--- config.mk ---
export PLATFORM = sky130hd
export DESIGN_NAME = time_set_controller
export DESIGN_NICKNAME = d
export VERILOG_FILES = /design/src/rtl/time_set_pkg.sv /design/src/rtl/edge_detector.sv /design/src/rtl/time_set_controller.sv
export SDC_FILE = /design/constraint.sdc
export NUM_CORES = 1
export LEC_CHECK = 0
export BUFFER_PORTS_ARGS = -buffer_cell sky130_fd_sc_hd__clkbuf_2
export CAP_MARGIN = 15
export CORE_MARGIN = 3
export CORE_UTILIZATION = 35
export DETAILED_ROUTE_END_ITERATION = 10
export SLEW_MARGIN = 20
export SYNTH_ARGS = -nofsm -noshare
export SYNTH_HDL_FRONTEND = slang
export SYNTH_HIERARCHICAL = 1
export SYNTH_SLANG_ARGS = --single-unit
--- constraint.sdc ---
create_clock -name clk -period 4.4 [get_ports clk]
set_input_delay 0.88 -clock clk [delete_from_list [all_inputs] [get_ports clk]]
set_output_delay 0.88 -clock clk [all_outputs]
set_load 0.05 [all_outputs]
--- src/rtl/time_set_pkg.sv ---
// ============================================================================
// Module      : time_set_pkg
// Description : Shared types and constants for the time-set controller.
// Revision    : 1.0 - initial release
// ============================================================================
`default_nettype none

package time_set_pkg;

    localparam int HOUR_W = 5;
    localparam int MIN_W  = 6;
    localparam int SEC_W  = 6;

    // Bit positions inside the button / event vector
    localparam int EV_W   = 3;
    localparam int EV_AUM = 0;
    localparam int EV_DIS = 1;
    localparam int EV_SEL = 2;

    typedef enum logic [1:0] {
        ST_IDLE   = 2'd0,
        ST_LOCK   = 2'd1,
        ST_EXEC   = 2'd2,
        ST_STROBE = 2'd3
    } state_e;

    typedef enum logic [1:0] {
        FIELD_NONE = 2'd0,
        FIELD_HOUR = 2'd1,
        FIELD_MIN  = 2'd2,
        FIELD_SEC  = 2'd3
    } field_e;

    typedef enum logic [1:0] {
        CMD_NOP    = 2'd0,
        CMD_SELECT = 2'd1,
        CMD_INC    = 2'd2,
        CMD_DEC    = 2'd3
    } cmd_e;

    // Field select wins; simultaneous up and down cancel each other
    function automatic cmd_e decode_cmd(input logic [EV_W-1:0] ev);
        cmd_e cmd;
        cmd = CMD_NOP;
        if (ev[EV_SEL]) begin
            cmd = CMD_SELECT;
        end else if (ev[EV_AUM] ^ ev[EV_DIS]) begin
            cmd = ev[EV_AUM] ? CMD_INC : CMD_DEC;
        end
        return cmd;
    endfunction

endpackage

`default_nettype wire

--- src/rtl/edge_detector.sv ---
// ============================================================================
// Module      : edge_detector
// Description : Per-bit rising-edge detector with registered history.
// Revision    : 1.0 - initial release
// ============================================================================
`default_nettype none

module edge_detector #(
    parameter int WIDTH = 1
) (
    input  logic             clk,
    input  logic             rst_n,
    input  logic [WIDTH-1:0] din,
    output logic [WIDTH-1:0] rise
);

    logic [WIDTH-1:0] prev_q;
    logic [WIDTH-1:0] prev_d;

    always_comb begin
        prev_d = din;
    end

    always_ff @(posedge clk or negedge rst_n) begin
        if (!rst_n) begin
            prev_q <= '0;
        end else begin
            prev_q <= prev_d;
        end
    end

    assign rise = din & ~prev_q;

endmodule

`default_nettype wire

--- src/rtl/time_set_controller.sv ---
// ============================================================================
// Module      : time_set_controller
// Description : Button-driven hour/minute/second editor with RTC write strobe.
// Revision    : 1.0 - initial release
// ============================================================================
`default_nettype none

module time_set_controller
    import time_set_pkg::*;
#(
    parameter int HOUR_MAX = 23,
    parameter int MIN_MAX  = 59,
    parameter int SEC_MAX  = 59
) (
    input  logic              clk,
    input  logic              reset,
    input  logic              aumentar,
    input  logic              disminuir,
    input  logic              funct_select,
    input  logic              sync_load,
    input  logic [HOUR_W-1:0] hora_in,
    input  logic [MIN_W-1:0]  minuto_in,
    input  logic [SEC_W-1:0]  segundo_in,
    output logic              chip_select,
    output logic [HOUR_W-1:0] hora,
    output logic [MIN_W-1:0]  minuto,
    output logic [SEC_W-1:0]  segundo,
    output logic [1:0]        field,
    output logic              write_strobe,
    output logic              busy
);

    localparam logic [HOUR_W-1:0] C_HOUR_MAX = HOUR_MAX[HOUR_W-1:0];
    localparam logic [MIN_W-1:0]  C_MIN_MAX  = MIN_MAX[MIN_W-1:0];
    localparam logic [SEC_W-1:0]  C_SEC_MAX  = SEC_MAX[SEC_W-1:0];

    logic [EV_W-1:0]   btn;
    logic [EV_W-1:0]   rise;

    state_e            state_q,   state_d;
    logic [EV_W-1:0]   ev_q,      ev_d;
    cmd_e              cmd_q,     cmd_d;
    field_e            field_q,   field_d;
    logic [HOUR_W-1:0] hora_q,    hora_d;
    logic [MIN_W-1:0]  minuto_q,  minuto_d;
    logic [SEC_W-1:0]  segundo_q, segundo_d;
    logic              strobe_q,  strobe_d;

    assign btn = {funct_select, disminuir, aumentar};

    edge_detector #(
        .WIDTH (EV_W)
    ) u_edge_detector (
        .clk   (clk),
        .rst_n (reset),
        .din   (btn),
        .rise  (rise)
    );

    always_comb begin
        state_d   = state_q;
        ev_d      = ev_q;
        cmd_d     = cmd_q;
        field_d   = field_q;
        hora_d    = hora_q;
        minuto_d  = minuto_q;
        segundo_d = segundo_q;
        strobe_d  = 1'b0;

        case (state_q)
            ST_IDLE: begin
                if (|rise) begin
                    ev_d    = rise;
                    state_d = ST_LOCK;
                end else if (sync_load && (field_q == FIELD_NONE)) begin
                    hora_d    = (hora_in    > C_HOUR_MAX) ? C_HOUR_MAX : hora_in;
                    minuto_d  = (minuto_in  > C_MIN_MAX)  ? C_MIN_MAX  : minuto_in;
                    segundo_d = (segundo_in > C_SEC_MAX)  ? C_SEC_MAX  : segundo_in;
                end
            end
            ST_LOCK: begin
                cmd_d   = decode_cmd(ev_q);
                state_d = ST_EXEC;
            end
            ST_EXEC: begin
                state_d = ST_STROBE;
                case (cmd_q)
                    CMD_SELECT: field_d = field_e'(field_q + 2'd1);
                    CMD_INC, CMD_DEC: begin
                        case (field_q)
                            FIELD_HOUR: begin
                                strobe_d = 1'b1;
                                if (cmd_q == CMD_INC) begin
                                    hora_d = (hora_q == C_HOUR_MAX) ? '0 : hora_q + HOUR_W'(1);
                                end else begin
                                    hora_d = (hora_q == '0) ? C_HOUR_MAX : hora_q - HOUR_W'(1);
                                end
                            end
                            FIELD_MIN: begin
                                strobe_d = 1'b1;
                                if (cmd_q == CMD_INC) begin
                                    minuto_d = (minuto_q == C_MIN_MAX) ? '0 : minuto_q + MIN_W'(1);
                                end else begin
                                    minuto_d = (minuto_q == '0) ? C_MIN_MAX : minuto_q - MIN_W'(1);
                                end
                            end
                            FIELD_SEC: begin
                                strobe_d = 1'b1;
                                if (cmd_q == CMD_INC) begin
                                    segundo_d = (segundo_q == C_SEC_MAX) ? '0 : segundo_q + SEC_W'(1);
                                end else begin
                                    segundo_d = (segundo_q == '0) ? C_SEC_MAX : segundo_q - SEC_W'(1);
                                end
                            end
                            default: ;
                        endcase
                    end
                    default: ;
                endcase
            end
            ST_STROBE: state_d = ST_IDLE;
            default:   state_d = ST_IDLE;
        endcase
    end

    always_ff @(posedge clk or negedge reset) begin
        if (!reset) begin
            state_q   <= ST_IDLE;
            ev_q      <= '0;
            cmd_q     <= CMD_NOP;
            field_q   <= FIELD_NONE;
            hora_q    <= '0;
            minuto_q  <= '0;
            segundo_q <= '0;
            strobe_q  <= 1'b0;
        end else begin
            state_q   <= state_d;
            ev_q      <= ev_d;
            cmd_q     <= cmd_d;
            field_q   <= field_d;
            hora_q    <= hora_d;
            minuto_q  <= minuto_d;
            segundo_q <= segundo_d;
            strobe_q  <= strobe_d;
        end
    end

    // Capture register is frozen for the whole LOCK/EXEC/STROBE span
    assign chip_select  = (state_q != ST_IDLE);
    assign busy         = (state_q != ST_IDLE);
    assign field        = field_q;
    assign hora         = hora_q;
    assign minuto       = minuto_q;
    assign segundo      = segundo_q;
    assign write_strobe = strobe_q;

endmodule

`default_nettype wire

* Word level (Yosys, flattened, before mapping)
Index checks and enable logic that the tools add are counted.
** Operators by class
- Add/sub/neg operators :: 7
- Magnitude comparators :: 3
- Eq/ne operators :: 19
- Muxes and demuxes :: 35
- Bitwise operators :: 3
- Reductions and logical operators :: 16
** Operators with widths (number)
- 6-bit two-way mux :: 16
- 5-bit two-way mux :: 8
- 6-bit case mux with 2 select lines :: 2
- 5-bit AND reduction :: 3
- 6-bit by 1-bit adder with 6-bit output, second input constant :: 2
- 2-bit == test, second input constant :: 6
- 6-bit == test, second input constant :: 2
- 6-bit > comparator, second input constant :: 2
- 6-bit logical NOT :: 2
- 6-bit by 1-bit subtractor with 6-bit output, second input constant :: 2
- 2-bit inequality test, second input constant :: 5
- 5-bit case mux with 2 select lines :: 1
- 2-bit case mux with 4 select lines :: 1
- 2-bit by 1-bit == test with 1-bit output, second input constant :: 3
- 2-bit two-way mux :: 3
- 3-bit OR reduction :: 2
- 5-bit by 1-bit adder with 5-bit output, second input constant :: 1
- 5-bit == test, second input constant :: 1
- 5-bit > comparator, second input constant :: 1
- 5-bit logical NOT :: 1
- 5-bit by 1-bit subtractor with 5-bit output, second input constant :: 1
- 2-bit logical NOT :: 2
- 1-bit two-way mux :: 4
- 2-bit by 1-bit inequality test with 1-bit output, second input constant :: 2
- 8 further kinds :: 10
** Word-level totals
- Bits in registers :: 30
- Input port bits :: 23
- Word-level logic and storage cells :: 92

* Logic depth before layout (Yosys ltp)
Gate-level depths: netlist of the first run.
- Word-level depth :: 6
- Mapped depth :: 8

* Modules after synthesis
Netlist of the first run, hierarchy kept.
** By module, submodules not included
- time_set_controller :: instances 1, cells each 280, area an instance 2235.9 um^2, seq. area each 675.6 um^2
- edge_detector :: instances 1, cells each 6, area an instance 116.4 um^2, seq. area each 75.1 um^2

* Worst setup path after synthesis of the first run
No wires, ideal clock.
- Kind :: input -> register
- From :: input port disminuir
- To :: register hora_q[3] (netlist: hora[3])
- Setup time :: 0.121 ns
- Arrival time :: 2.192 ns
- Required time :: 4.279 ns
- Path slack :: 2.087 ns
- Stages :: 6
- Cells stage by stage :: nor2b_4 o31a_1 a221oi_4 o21ai_1 a31o_1 a22o_1
** On the way
- Cells in the longest elaborated chain, start to end :: 4
** Ends and longest elaborated chain
- start, declared :: line time_set_controller.sv:18 : input logic disminuir,
- 3-bit AND :: line edge_detector.sv:32 : assign rise = din & ~prev_q;
- 3-bit OR reduction :: line time_set_controller.sv:72 : if (|rise) begin
- 2-bit inequality test (no source line)
- 5-bit AND reduction (no source line)
- end signal, assigned :: line time_set_controller.sv:141 : hora_q <= hora_d;
- end, declared :: line time_set_controller.sv:44 : logic [HOUR_W-1:0] hora_q, hora_d;
No other way between the ends.
A chain may end at the register's enable or synchronous reset.

* Worst setup path in the final report of the first run
- From :: register state_q[0]
- To :: register hora_q[3] (netlist: hora[3])
** On the way
- Cells in the longest elaborated chain, start to end :: 3
** Ends and longest elaborated chain
- start, declared :: line time_set_controller.sv:40 : state_e state_q, state_d;
- start signal, assigned :: line time_set_controller.sv:137 : state_q <= state_d;
- 2-bit == test or 2-bit logical NOT (tied branches) :: line time_set_controller.sv:70 : case (state_q)
- 2-bit by 1-bit inequality test with 1-bit output (no source line) (tied with other cells)
- 5-bit AND reduction (no source line)
Several ways; a longest one is shown, not always the timed one.

==> results_dict.tcl, run 1 <==
set metrics [dict create \
    routedWlPerCell_um 15.0 \
    ys_types 51 \
    grt_pass1_wl_um 9910 \
    coreArea_mm2 0.00642 \
    yosysSeqAreaShare_pct 31.9 \
    io_buffers 44 \
    numCtsBuffers 5 \
    antenna_found_initial 0 \
    cts_hold_buf 0 \
    cp.required_ps 4570 \
    cts_root_buffer "clkbuf_8" \
    finalNonFillerCells 398 \
    path_cells "inv_1 > ha_1 > nand2_1 > a221oi_4 > o21ai_1 > a31o_1 > a22o_1" \
    dieArea_mm2 0.00774 \
    drt_first_pass_iters 5 \
    clkLatencyLatePin_ps 280 \
    cp.buffers_inverters 1 \
    critPathKind "reg -> reg" \
    min_period_over_period_pct 64.9 \
    worst_slew_pin_slew_ps 1040 \
    critical_path.top_delay_family "compound AO/OA/AOI/OAI gates" \
    grt_pass1_vias 2064 \
    final_common_cell "clkbuf_2" \
    synth_nets 326 \
    ctsResizeCount 0 \
    drt_iter0_drc 102 \
    initial_core_util_pct 36.6 \
    clkSinkCount 30 \
    cts_setup_buffers 0 \
    cp_slowest_cell "ha_1" \
    maxCapViolCount 0 \
    ys_seq_elements 30 \
    grt_max_degree 33 \
    utilization_pct 41.9 \
    avgSynthCellArea_um2 8.22 \
    final_cell_area_mm2 0.00269 \
    ios 45 \
    synthCells 286 \
    drt_wl_total_um 5980 \
    cts_buffer_depth 2 \
    place.gp.congestion 0.847 \
    crit_arrival_ps 3030 \
    syn_area_mm2 0.00235 \
    cp_max_fo 32 \
    finClkSkew_ps 3.71 \
    diodes 0 \
    nets 360 \
    cts_tree "yes" \
    slew_headroom_pct 30.7 \
    hold_path_class "reg -> reg" \
    rsz0062_at_grt "false" \
    setup_viol 0 \
    drcViolationCount 0 \
    rows 29 \
    min_period_ps 2860 \
    hpwl_um 4360 \
    whs_ps 490 \
    slowest_delay_ps 860 \
    synth_edf_count 0 \
    grtUsageTotal_pct 16.1 \
    synthFlopType "dfrtp_1" \
    async_reset_ff_share_pct 100 \
    layout_common_cells "clkbuf_2, nand2_1, dfrtp_1" \
    yosys_warnings 6 \
    num_vias 2265 \
    dieWidth_um 88.0 \
    die-height_um 88.0 \
    place_area_mm2 0.00260 \
    ir_worst_vdd_uv 427 \
    grt_overflow_total 0 \
    outcome "finished, final reports clean" \
    critPathLaunchType "flip-flop" \
    clk_pin_slew_ps 70 \
    leakage_nw 1.21 \
    power.density_mw_per_mm2 847 \
    antenna_left 0 \
    fmax_ghz 0.350 \
    drive_above_1_share_pct 20.2 \
    cp-end-kind "flip-flop" \
    finalHoldViolCount 0 \
    via_per_inst 5.69 \
    place_inst 390 \
    setup_tns_ps 0 \
    area.growth.synth_to_final_pct 14.5 \
    cts_max_level 2 \
    slew_violations 0 \
]
-- worst min-delay path, cell delays in order, from the launching register on --
cell and delay (ps):
dfrtp_1 350, nand2_1 50, nand2_1 50
-- flip-flops by register name (all words and copies together), names as in the netlist --
name	count
ev_q	3
hora	5
minuto	6
cmd_q	2
field	2
segundo	6
write_strobe	1
state_q	2
u_edge_detector/prev_q	3
-- per-stage QoR --
step	power, W	worst slack, ps
floorplan	0.00173	2090
global placement	0.00203	1630
detailed placement	0.00205	1540
CTS	0.00229	1530
global route	0.00248	1230
finish	0.00228	1540
-- power breakdown --
group          leakage (nW)  internal [W]  switching, W  total (W)
clock                0.0472      0.000126      0.000113   0.000238
sequential            0.361      0.000396      0.000202   0.000598
combinational         0.797      0.000497      0.000948    0.00145
total                  1.21       0.00102       0.00126    0.00228
-- kinds of logic (layout without fill, tap and decap cells) --
kind of cell | Yosys count | count (layout) | share of synthesized area, %
buf+inv | 36 | 71 | 6.17
compound gates | 86 | 86 | 25.6
mux | 6 | 6 | 2.77
simple gates | 108 | 108 | 23.4
fa+ha+maj | 17 | 17 | 9.04
flops | 30 | 30 | 31.9
xor+xnor | 3 | 3 | 1.12
-- synthesized netlist by cell type (4+ instances only) --
library cell / number / share of area, %
nand4_1: 5 / 1.3
buf_2: 5 / 1.1
ha_1: 17 / 9.0
o21ai_1: 5 / 1.1
nand2b_1: 4 / 1.1
a221o_1: 4 / 1.7
o211ai_1: 5 / 1.6
nor3_1: 5 / 1.1
mux2_2: 4 / 1.9
nor2_1: 24 / 3.8
clkbuf_1: 12 / 1.9
nand2_1: 30 / 4.8
a21oi_1: 15 / 3.2
o22ai_1: 4 / 1.1
inv_1: 18 / 2.9
dfrtp_1: 30 / 32
nand3_1: 17 / 3.6
o21ai_0: 19 / 4.0
-- layout make-up --
type,instances,area [um2]
fill,663,3730
multi-input combinational,220,1460
sequential,30,751
timing repair buffer,45,228
tap,77,96.3
clock buffer,6,82.6
inverter,18,67.6
clock inverter,2,12.5
-- worst paths after layout --
kind                                        start                      to  slack, ps  depth (start not counted)
max in group asynchronous                   reset    field[1]$_DFFE_PN0P_       3230                          1
setup / recovery           state_q[0]$_DFFE_PN0P_     hora[3]$_DFFE_PN0P_       1540                          7
setup reg to reg           state_q[0]$_DFFE_PN0P_     hora[3]$_DFFE_PN0P_       1540                          7
min in group asynchronous                   reset  segundo[5]$_DFFE_PN0P_        670                          1
hold reg to reg               ev_q[1]$_DFFE_PN0N_     ev_q[1]$_DFFE_PN0N_        490                          2
hold / removal                ev_q[1]$_DFFE_PN0N_     ev_q[1]$_DFFE_PN0N_        490                          2
-- layer usage --
metal  GRT usage, %  routed length [um]  share of wire (%)
met5              0                   0                  0
met2           25.3                2670                 45
met3           3.57                 312                5.2
met4           3.35                  32               0.54
met1           22.7                2960                 50
No activity file was read; power rests on OpenSTA's default activity.
==> run 2: changes to the inputs <==
==> constraint.sdc (replaced) <==
create_clock -name clk -period 2.46 [get_ports clk]
set_input_delay 0.492 -clock clk [delete_from_list [all_inputs] [get_ports clk]]
set_output_delay 0.492 -clock clk [all_outputs]
set_load 0.05 [all_outputs]
==> results_dict.tcl, run 2 (synthesized netlist as in run 1, its figures left out) <==
set metrics [dict create \
    path_cells "inv_1 > ha_1 > nand2b_1 > a221oi_4 > buf_4 > o21a_1 > o21ai_0 > o21ai_1" \
    regToRegStartpoint "state_q[0]$_DFFE_PN0P_" \
    clkSinkCount 30 \
    rows 29 \
    drcViolationCount 0 \
    cp-startpoint "state_q[0]$_DFFE_PN0P_" \
    ios 45 \
    min_period_over_period_pct 87.5 \
    dieArea_mm2 0.00774 \
    num_vias 2250 \
    numCtsBuffers 5 \
    cp.buffers_inverters 2 \
    cts_buffer_depth 2 \
    slowest_delay_ps 390 \
    slew_violations 0 \
    critical_path.top_delay_family "compound AO/OA/AOI/OAI gates" \
    layout_common_cells "clkbuf_2, nand2_1, dfrtp_1" \
    final_cell_area_mm2 0.00273 \
    final_common_cell "clkbuf_2" \
    nets 365 \
    initial_core_util_pct 36.6 \
    cp_slowest_cell "dfrtp_1" \
    hpwl_um 4490 \
    setup_viol 0 \
    r2r_cells 8 \
    grt_pass1_wl_um 9980 \
    fill_cells 639 \
    crit_arrival_ps 2350 \
    cts_tree "yes" \
    min_period_ps 2150 \
    worst_slew_pin_slew_ps 797 \
    critPathKind "reg -> reg" \
    cts_root_buffer "clkbuf_8" \
    via_per_inst 5.58 \
    drt_iter0_drc 140 \
    drt_wl_total_um 6030 \
    diodes 0 \
    grt_max_degree 31 \
    dieWidth_um 88.0 \
    setup_tns_ps 0 \
    grtUsageTotal_pct 16.1 \
    cp_max_fo 9 \
    rsz0062_at_grt "false" \
    endpoint "minuto[3]$_DFFE_PN0P_" \
    cp-end-kind "flip-flop" \
    place_inst 395 \
    ctsResizeCount 0 \
    place.gp.congestion 0.856 \
    finalNonFillerCells 403 \
    outcome "finished, final reports clean" \
    maxCapViolCount 0 \
    drt_first_pass_iters 5 \
    clkLatencyLatePin_ps 280 \
    r2r_slack_ps 310 \
    die-height_um 88.0 \
    place_area_mm2 0.00264 \
    cts_max_level 2 \
    leakage_nw 1.23 \
    coreArea_mm2 0.00642 \
    fmax_ghz 0.465 \
    total_power_w 0.00415 \
    slew_headroom_pct 46.7 \
    grt_overflow_total 0 \
    area.growth.synth_to_final_pct 16.1 \
    io_buffers 44 \
    cts_hold_buf 0 \
    ir_worst_vdd_uv 626 \
    clk_pin_slew_ps 70 \
    grt_pass1_vias 2103 \
    antenna_left 0 \
    antenna_found_initial 0 \
    routedWlPerCell_um 15.0 \
    cts_setup_buffers 0 \
    critPathLaunchType "flip-flop" \
    power.density_mw_per_mm2 1520 \
    path_depth 8 \
    cp.required_ps 2660 \
    finalHoldViolCount 0 \
    finClkSkew_ps 7.50 \
    drive_above_1_share_pct 21.5 \
    hold_path_class "in -> async" \
    rr_endpoint "minuto[3]$_DFFE_PN0P_" \
]
[run 2: cell count changes in the layout (fill, tap and decap cells not counted)]
cell	delta
buf_4	+5
[run 2: per-layer routing]
metal | up-vias | global-route usage (%) | routed length (um) | share of wire (%)
met3 | 2 | 3.20 | 412 | 6.8
met2 | 99 | 25.5 | 2640 | 44
met5 | - | 0 | 0 | 0
met4 | 0 | 4.04 | 30 | 0.50
met1 | 1030 | 22.5 | 2950 | 49
li1 | 1119 | - | - | -
[run 2: layout make-up]
| class | count | area (um2) | area share, % |
|---|---|---|---|
| flip-flops and latches | 30 | 751 | 27.5 |
| repair buffers | 50 | 265 | 9.71 |
| well taps | 77 | 96.3 | 3.53 |
| clock buffers | 6 | 82.6 | 3.02 |
| inverters | 18 | 67.6 | 2.47 |
| multi-input cells | 220 | 1460 | 53.3 |
| clock inverters | 2 | 12.5 | 0.458 |
[run 2: how the worst min path moves through the flow]
stage                             start                                   to  slack, ps  cells past startpoint
CTS                               reset                  hora[3]$_DFFE_PN0P_        310                      1
global route                   aumentar  u_edge_detector/prev_q[0]$_DFF_PN0_        330                      1
finish                            reset                  hora[3]$_DFFE_PN0P_        280                      1
floorplan                         reset                 cmd_q[0]$_DFFE_PN0N_        200                      0
global placement    ev_q[2]$_DFFE_PN0N_                  ev_q[2]$_DFFE_PN0N_        490                      2
detailed placement  ev_q[1]$_DFFE_PN0N_                  ev_q[1]$_DFFE_PN0N_        500                      2
[run 2: power breakdown]
group          switching (W)  internal (W)  total (W)
clock               0.000197      0.000225   0.000422
sequential          0.000365      0.000709    0.00107
combinational        0.00172      0.000936    0.00265
[run 2: stage by stage]
stage               util [%]  hold slack, ps  worst slack (ps)
floorplan                  -             196               385
global route            42.5             327               126
global placement        41.0             487               377
finish                  42.5             277               307
detailed placement      41.0             495               336
CTS                     42.5             310               320
==> run 3: changes to the inputs <==
--- a/config.mk
+++ b/config.mk
@@ -7,9 +7,10 @@
 export LEC_CHECK = 0
 export BUFFER_PORTS_ARGS = -buffer_cell sky130_fd_sc_hd__clkbuf_2
 export CAP_MARGIN = 15
-export CORE_MARGIN = 3
+export CORE_MARGIN = 5
 export CORE_UTILIZATION = 35
 export DETAILED_ROUTE_END_ITERATION = 10
+export PLACE_DENSITY = 0.54
 export SLEW_MARGIN = 20
 export SYNTH_ARGS = -nofsm -noshare
 export SYNTH_HDL_FRONTEND = slang
==> results_dict.tcl, run 3 (synthesized netlist as in run 1, its figures left out) <==
set metrics [dict create \
    ctsResizeCount 0 \
    numCtsBuffers 5 \
    drcViolationCount 0 \
    slew_headroom_pct 46.6 \
    fill_cells 677 \
    rsz0062_at_grt "false" \
    cts_hold_buf 0 \
    rows 29 \
    leakage_nw 1.24 \
    io_buffers 44 \
    cts_max_level 2 \
    dieWidth_um 92.0 \
    drt_wl_total_um 6390 \
    worst_slack_ps 342 \
    slew_violations 0 \
    dieArea_mm2 0.00846 \
    initial_core_util_pct 36.4 \
    diodes 0 \
    cp.required_ps 2650 \
    antenna_left 0 \
    hpwl_um 4710 \
    final_common_cell "clkbuf_2" \
    power.density_mw_per_mm2 1520 \
    grt_pass1_wl_um 10700 \
    critPathKind "reg -> reg" \
    setup_tns_ps 0 \
    antenna_found_initial 0 \
    crit_arrival_ps 2310 \
    critical_path.top_delay_family "compound AO/OA/AOI/OAI gates" \
    ir_worst_vdd_uv 726 \
    clkSinkCount 30 \
    num_vias 2259 \
    cp_slowest_cell "dfrtp_1" \
    coreArea_mm2 0.00646 \
    die-height_um 92.0 \
    worst_slew_pin_slew_ps 801 \
    min_period_ps 2120 \
    via_per_inst 5.59 \
    grt_overflow_total 0 \
    cts_root_buffer "clkbuf_8" \
    cts_buffer_depth 2 \
    finClkSkew_ps 7.61 \
    grt_pass1_vias 2134 \
    cp-end-kind "flip-flop" \
    maxCapViolCount 0 \
    clkLatencyLatePin_ps 280 \
    critPathLaunchType "flip-flop" \
    ios 45 \
    cts_tree "yes" \
    drt_first_pass_iters 4 \
    drive_above_1_share_pct 21.4 \
    clk_pin_slew_ps 70 \
    nets 366 \
    path_cells "inv_1 > ha_1 > nand2b_1 > a221oi_4 > buf_4 > o21ai_1 > a221o_1 > o21ai_0" \
    fmax_ghz 0.472 \
    grtUsageTotal_pct 15.5 \
    hold_path_class "in -> async" \
    min_period_over_period_pct 86.1 \
    routedWlPerCell_um 15.8 \
    place_ws_ps 329 \
    cts_setup_buffers 0 \
    setup_viol 0 \
    grt_max_degree 31 \
    drt_iter0_drc 82 \
    slowest_delay_ps 380 \
    cp_max_fo 9 \
    finalHoldViolCount 0 \
    place.gp.congestion 0.848 \
    cp.buffers_inverters 2 \
    layout_common_cells "clkbuf_2, nand2_1, dfrtp_1" \
    outcome "finished, final reports clean" \
    area.growth.synth_to_final_pct 16.3 \
]
run 3: path summary, 6_finish.rpt:
path,cells after the start,slack (ps),endpoint,startpoint
setup / recovery,8,340,minuto[1]$_DFFE_PN0P_,state_q[0]$_DFFE_PN0P_
max in group asynchronous,1,1670,cmd_q[0]$_DFFE_PN0N_,reset
setup reg to reg,8,340,minuto[1]$_DFFE_PN0P_,state_q[0]$_DFFE_PN0P_
min in group clk,1,330,u_edge_detector/prev_q[2]$_DFF_PN0_,funct_select
hold / removal,1,290,field[0]$_DFFE_PN0P_,reset
hold reg to reg,2,500,ev_q[1]$_DFFE_PN0N_,ev_q[1]$_DFFE_PN0N_
run 3: cell type report:
cell class | count | area [um2] | share of cell area (%)
timing repair buffer | 51 | 273 | 9.97
sequential | 30 | 751 | 27.4
clock buffer | 7 | 86.3 | 3.16
clock inverter | 1 | 5.00 | 0.183
multi-input combinational | 220 | 1460 | 53.2
tap | 77 | 96.3 | 3.52
inverter | 18 | 67.6 | 2.47
run 3: power by group:
group	switching [W]	internal, W
combinational	0.00172	0.000935
sequential	0.000369	0.000709
clock	0.000196	0.000226
run 3: per-stage QoR:
step                      cells  total power [W]  instance area [um2]  hold slack [ps]  util, %
after global placement      396          0.00375                 2640              475     40.9
final                       404          0.00416                 2740              289     42.3
after detailed placement    396          0.00375                 2640              483     40.9
after floorplan             286          0.00310                 2350              196        -
after CTS                   404          0.00418                 2740              313     42.3
after global routing        404          0.00451                 2740              331     42.3
run 3: worst reg2reg max path, delay by kind of cell (launching register included):
family                   cells  cell delay [ps]
adder cells (fa/ha/maj)      1              360
AND/OR/NAND/NOR              1              160
AO/OA/AOI/OAI                4              800
flip-flops                   1              380
buffers and inverters        2              320
run 3: per-layer routing:
layer	GRT usage [%]	vias to the layer above	wire, um
li1	-	1129	-
met1	23.1	1065	3210
met2	22.1	61	2840
met3	3.36	4	307
met4	4.70	0	40
met5	0	-	0
